--- config.mk ---
export PLATFORM = sky130hd
export DESIGN_NAME = nes_button_events
export DESIGN_NICKNAME = d
export VERILOG_FILES = /design/src/rtl/nes_button_events.sv
export SDC_FILE = /design/constraint.sdc
export NUM_CORES = 1
export LEC_CHECK = 0
export BUFFER_PORTS_ARGS = -buffer_cell sky130_fd_sc_hd__buf_2
export CAP_MARGIN = 30
export CORE_UTILIZATION = 40
export CTS_BUF_LIST = sky130_fd_sc_hd__clkbuf_4 sky130_fd_sc_hd__clkbuf_8 sky130_fd_sc_hd__clkbuf_16
export DETAILED_ROUTE_END_ITERATION = 7
export SYNTH_ARGS = -nofsm -noshare
export SYNTH_HDL_FRONTEND = slang
export SYNTH_SLANG_ARGS = --single-unit
--- constraint.sdc ---
create_clock -name clk_900KHz -period 4.15 [get_ports clk_900KHz]
set_clock_uncertainty 0.15 [all_clocks]
set_input_delay 0.83 -clock clk_900KHz [delete_from_list [all_inputs] [get_ports clk_900KHz]]
set_output_delay 0.83 -clock clk_900KHz [all_outputs]
set_load 0.01 [all_outputs]
--- src/rtl/nes_button_events.sv ---
// nes_button_events
//   Turns the per-frame parallel button levels from the NES controller reader
//   into debounced held levels, one-cycle press pulses, D-pad auto-repeat and
//   a small first-word-fall-through event FIFO for downstream game/menu logic.
//   Buttons are sampled once per frame, on the rising edge of latch.
//
// Ports
//   clk_900KHz     in   system clock, all logic on the rising edge
//   reset          in   synchronous, active-high reset
//   latch          in   controller latch strobe from the reader
//   btn_raw[7:0]   in   button levels: a, b, select, start, up, down, left, right
//   held[7:0]      out  debounced pressed state, active-high
//   press[7:0]     out  one-cycle pulse when a held bit rises
//   evt_valid      out  event FIFO non-empty
//   evt_code[4:0]  out  {kind[1:0], idx[2:0]}; kind 00 press, 01 release, 10 repeat
//   evt_ready      in   consumer accepts the head event
//   evt_overflow   out  sticky: an event was dropped or replaced
//   clear_overflow in   clears evt_overflow
module nes_button_events #(
  parameter int unsigned ACTIVE_LOW      = 1,
  parameter int unsigned DEBOUNCE_FRAMES = 2,
  parameter int unsigned REPEAT_DELAY    = 8,
  parameter int unsigned REPEAT_RATE     = 3,
  parameter int unsigned FIFO_DEPTH      = 4
) (
  input  logic       clk_900KHz,
  input  logic       reset,
  input  logic       latch,
  input  logic [7:0] btn_raw,
  output logic [7:0] held,
  output logic [7:0] press,
  output logic       evt_valid,
  output logic [4:0] evt_code,
  input  logic       evt_ready,
  output logic       evt_overflow,
  input  logic       clear_overflow
);

  localparam int unsigned AW         = $clog2(FIFO_DEPTH);
  localparam logic [3:0]  DB_LAST    = 4'(DEBOUNCE_FRAMES - 1);
  localparam logic [7:0]  RPT_DELAY  = 8'(REPEAT_DELAY);
  localparam logic [7:0]  RPT_RELOAD = 8'(REPEAT_DELAY - REPEAT_RATE);
  localparam logic [AW:0] FIFO_FULL  = (AW + 1)'(FIFO_DEPTH);

  logic       latch_q, tick;
  logic [7:0] norm, toggle;
  logic [3:0] cnt [8];
  logic [3:0] cnt_nxt [8];
  logic [7:0] rpt [4];
  logic [7:0] rpt_nxt [4];
  logic [3:0] rpt_evt;

  logic [7:0] pend_p, pend_r, pend_t, pend_any;
  logic [7:0] srv_p, srv_r, srv_t;
  logic [7:0] keep_p, keep_r, keep_t;
  logic [7:0] ev_p, ev_r, ev_t, ev_any, replace;
  logic [7:0] pend_p_nxt, pend_r_nxt, pend_t_nxt;
  logic       sel_valid;
  logic [2:0] sel_idx;
  logic [1:0] sel_kind;

  logic [4:0]    mem [FIFO_DEPTH];
  logic [AW-1:0] wr_ptr, rd_ptr;
  logic [AW:0]   count;
  logic          fifo_full, pop, push, drop;

  assign tick = latch & ~latch_q;
  assign norm = (ACTIVE_LOW != 0) ? ~btn_raw : btn_raw;

  // Debounce and D-pad repeat counters
  always_comb begin
    toggle  = '0;
    rpt_evt = '0;
    for (int unsigned i = 0; i < 8; i++) begin
      cnt_nxt[i] = cnt[i];
      if (tick) begin
        if (norm[i] == held[i]) begin
          cnt_nxt[i] = '0;
        end else if (cnt[i] == DB_LAST) begin
          toggle[i]  = 1'b1;
          cnt_nxt[i] = '0;
        end else begin
          cnt_nxt[i] = cnt[i] + 4'd1;
        end
      end
    end
    for (int unsigned j = 0; j < 4; j++) begin
      rpt_nxt[j] = rpt[j];
      if (!held[j+4] || toggle[j+4]) begin
        rpt_nxt[j] = '0;
      end else if (tick) begin
        // Reloading DELAY-RATE rather than zero gives the steady repeat period
        if (rpt[j] + 8'd1 == RPT_DELAY) begin
          rpt_evt[j] = 1'b1;
          rpt_nxt[j] = RPT_RELOAD;
        end else begin
          rpt_nxt[j] = rpt[j] + 8'd1;
        end
      end
    end
  end

  // Serializer: lowest pending index first; release, press, repeat within an index
  always_comb begin
    pend_any  = pend_p | pend_r | pend_t;
    sel_valid = 1'b0;
    sel_idx   = '0;
    sel_kind  = '0;
    srv_p     = '0;
    srv_r     = '0;
    srv_t     = '0;
    for (int unsigned k = 0; k < 8; k++) begin
      if (pend_any[7-k]) begin
        sel_valid = 1'b1;
        sel_idx   = 3'(7 - k);
      end
    end
    if (sel_valid) begin
      if (pend_r[sel_idx]) begin
        sel_kind         = 2'b01;
        srv_r[sel_idx]   = 1'b1;
      end else if (pend_p[sel_idx]) begin
        sel_kind         = 2'b00;
        srv_p[sel_idx]   = 1'b1;
      end else begin
        sel_kind         = 2'b10;
        srv_t[sel_idx]   = 1'b1;
      end
    end
  end

  // New frame events replace anything still pending for the same button
  always_comb begin
    keep_p     = pend_p & ~srv_p;
    keep_r     = pend_r & ~srv_r;
    keep_t     = pend_t & ~srv_t;
    ev_p       = toggle & ~held;
    ev_r       = toggle & held;
    ev_t       = {rpt_evt, 4'b0000};
    ev_any     = ev_p | ev_r | ev_t;
    replace    = ev_any & (keep_p | keep_r | keep_t);
    pend_p_nxt = (keep_p & ~ev_any) | ev_p;
    pend_r_nxt = (keep_r & ~ev_any) | ev_r;
    pend_t_nxt = (keep_t & ~ev_any) | ev_t;
  end

  assign evt_valid = (count != '0) && !reset;
  assign evt_code  = evt_valid ? mem[rd_ptr] : '0;
  assign fifo_full = (count == FIFO_FULL);
  assign pop       = evt_valid & evt_ready;
  assign push      = sel_valid & (~fifo_full | pop);
  assign drop      = sel_valid & fifo_full & ~pop;

  always_ff @(posedge clk_900KHz) begin
    if (reset) begin
      latch_q      <= 1'b0;
      held         <= '0;
      press        <= '0;
      pend_p       <= '0;
      pend_r       <= '0;
      pend_t       <= '0;
      wr_ptr       <= '0;
      rd_ptr       <= '0;
      count        <= '0;
      evt_overflow <= 1'b0;
      for (int unsigned i = 0; i < 8; i++) cnt[i] <= '0;
      for (int unsigned j = 0; j < 4; j++) rpt[j] <= '0;
    end else begin
      latch_q <= latch;
      held    <= held ^ toggle;
      press   <= toggle & ~held;
      cnt     <= cnt_nxt;
      rpt     <= rpt_nxt;
      pend_p  <= pend_p_nxt;
      pend_r  <= pend_r_nxt;
      pend_t  <= pend_t_nxt;
      if (push) wr_ptr <= wr_ptr + 1'b1;
      if (pop)  rd_ptr <= rd_ptr + 1'b1;
      case ({push, pop})
        2'b10:   count <= count + 1'b1;
        2'b01:   count <= count - 1'b1;
        default: count <= count;
      endcase
      if (drop || (replace != '0)) evt_overflow <= 1'b1;
      else if (clear_overflow)     evt_overflow <= 1'b0;
    end
  end

  always_ff @(posedge clk_900KHz) begin
    if (push) mem[wr_ptr] <= {sel_kind, sel_idx};
  end

endmodule

==> flow_summary.ini <==
[timing]
hold_viol = 0
period_share = 0.782
finalSetupTns_ps = 0
min_period_ps = 3240
slew_headroom = 0.511
max_freq_ghz = 0.308
worstMarginPinSlew_ps = 726
rsz0062_at_grt = no
slew_violations = 0
setup_viol_count_final = 0

[logic_synthesis]
synth_edf_count = 20
synth_async_sr_flop_share = 0
synth_ff_type = dfxtp_1
synth-seq-area-share = 0.415
synth_warnings = 0
syn-mean-instance-area_um2 = 8.83
synth.cell_area_um2 = 7000
synth_cell_types = 64
synth_fp_nets = 854
synthCells = 793
synth_seq_cells = 135

[drt]
postRouteWirelength_um = 14300
antenna_left = 0
dr_total_vias = 5517
drc = 0
via_per_inst = 5.19
drt_iter0_drc = 272
wl_per_cell_um = 13.4
drt_first_pass_iters = 5

[critical_path]
cp_max_fo = 7
crit_arrival_ps = 3380
path_class = reg -> reg
cp-start-kind = register
required_ps = 4280
cp-end-kind = register

[placement]
port_buffers = 35
dp_hpwl_um = 10200
place_congestion = 0.873

[clock_tree]
cts_sinks = 135
cts_htree_levels = 4
cts_buffer_depth = 2
clk_pin_slew_ps = 60
clk_latency_ps = 420
post_cts_buffers = 0
cts_resized = 0
numCtsBuffers = 17
cts_hold_buffers = 0
tritoncts = yes
cts_root_buf = clkbuf_16

[floorplan]
die_area_um2 = 18000
die_width_um = 134
rows = 48
initial_core_util = 0.408
die_h_um = 134
io_pins = 36
core_area_um2 = 17200

[cells_and_area]
final_common_cell = nor2_1
final_cell_mix = 133 x nor2_1, 115 x dfxtp_1, 55 x nand2_1, 47 x ha_1, 42 x a21oi_1
drive_gt1_frac = 0.112
fin_nets = 887
syn_to_final_growth_pct = 14.7
diodes = 0

[power]
powerDensity_nw_per_um2 = 430
power_mw = 3.46
ir_drop_uv = 290
power.leakage_nw = 3.12

[global_routing]
first_global_vias = 5008
grt_overflow = 0
grt_pass1_wl_um = 24400
gr-usage-all-layers = 0.171
antenna_found_initial = 0
grt_max_degree = 64

[flow_run]
maxCapViolations = 0

[outcome]
status = finished, final reports clean

[worst_hold_path]
worst_hold_path_type = reg -> reg
registers in the layout (all words and copies together), names as in the netlist, named ones only:
| register | cells |
|---|---|
| rd_ptr | 2 |
| pend_r | 8 |
| cnt | 32 |
| mem | 20 |
| pend_t | 8 |
| count | 3 |
| rpt | 32 |
| pend_p | 8 |
| held | 8 |
| latch_q | 1 |
| press | 8 |
| wr_ptr | 2 |
| evt_overflow | 1 |
logic make-up (layout without fill, tap and decap cells):
group	count (synthesis)	in the layout	synth area share
AO/OA/AOI/OAI	130	130	0.125
XOR/XNOR	56	56	0.0701
adder cells (fa/ha/maj)	48	48	0.0869
buffers and inverters	68	114	0.0386
flip-flops	135	135	0.415
multiplexers	9	9	0.0222
AND/OR/NAND/NOR	347	347	0.242
worst paths after layout:
path	from	to	slack (ps)	depth (start not counted)
setup / recovery	pend_p[0]	count[2]	910	10
hold / removal	pend_r[6]	pend_r[6]	350	2
setup reg to reg	pend_p[0]	count[2]	910	10
hold reg to reg	pend_r[6]	pend_r[6]	350	2
where the power goes:
group / internal (mW) / switching (mW)
clock: 1.06 / 0.554
sequential: 1.39 / 0.0547
combinational: 0.160 / 0.241
total: 2.61 / 0.850
critical path: stages, from the launching register on:
cell and delay, ps:
dfxtp_1 350, or3_1 530, nor4_2 400, and3_1 370
nand3_1 150, fa_1 440, or3_1 380, nand3_1 90
o41ai_1 60, nor3_1 140, nor2_1 50
Yosys cell counts (all sizes together) (7+ instances only):
cell    count  area share
xor2       39       0.049
ha         47       0.084
inv        40       0.021
nor2b      11      0.0098
xnor2      17       0.021
nor3b       7      0.0075
o211ai      7      0.0075
nand4      15       0.013
nor3       26       0.020
dfxtp     115        0.33
a31oi      11      0.0098
nand3      28       0.020
nand2b     17       0.015
buf         8      0.0064
and3        8      0.0071
o21ai      19       0.014
nand2      55       0.029
and2       15       0.013
clkbuf     20       0.011
edfxtp     20       0.086
or3        11      0.0098
a21oi      42       0.030
nor2      134       0.072
a211oi     15       0.017
final cells by class:
class | instances | area (um^2)
Fill cell | 1731 | 9150
Multi-Input combinational cell | 590 | 3830
Sequential cell | 135 | 2900
Clock buffer | 17 | 425
Timing Repair Buffer | 42 | 228
Inverter | 40 | 150
Tap cell | 225 | 282
Clock inverter | 15 | 209
metrics by stage:
step | cells | setup WS [ps] | area, um^2 | hold slack (ps) | util
floorplan | 793 | 1100 | 7000 | 319 | -
global placement | 1032 | 975 | 7400 | 344 | 0.431
detailed placement | 1032 | 921 | 7400 | 346 | 0.431
CTS | 1064 | 909 | 8030 | 354 | 0.468
global route | 1064 | 710 | 8030 | 371 | 0.468
finish | 1064 | 906 | 8030 | 349 | 0.468
routing by layer:
layer,track usage,part of all wire,vias up
met3,0.0367,0.030,21
met2,0.267,0.44,81
li1,-,-,2838
met5,0,0,-
met4,0.0743,0.019,0
met1,0.226,0.51,2577
Note: power is estimated with default switching activity, not from simulation.
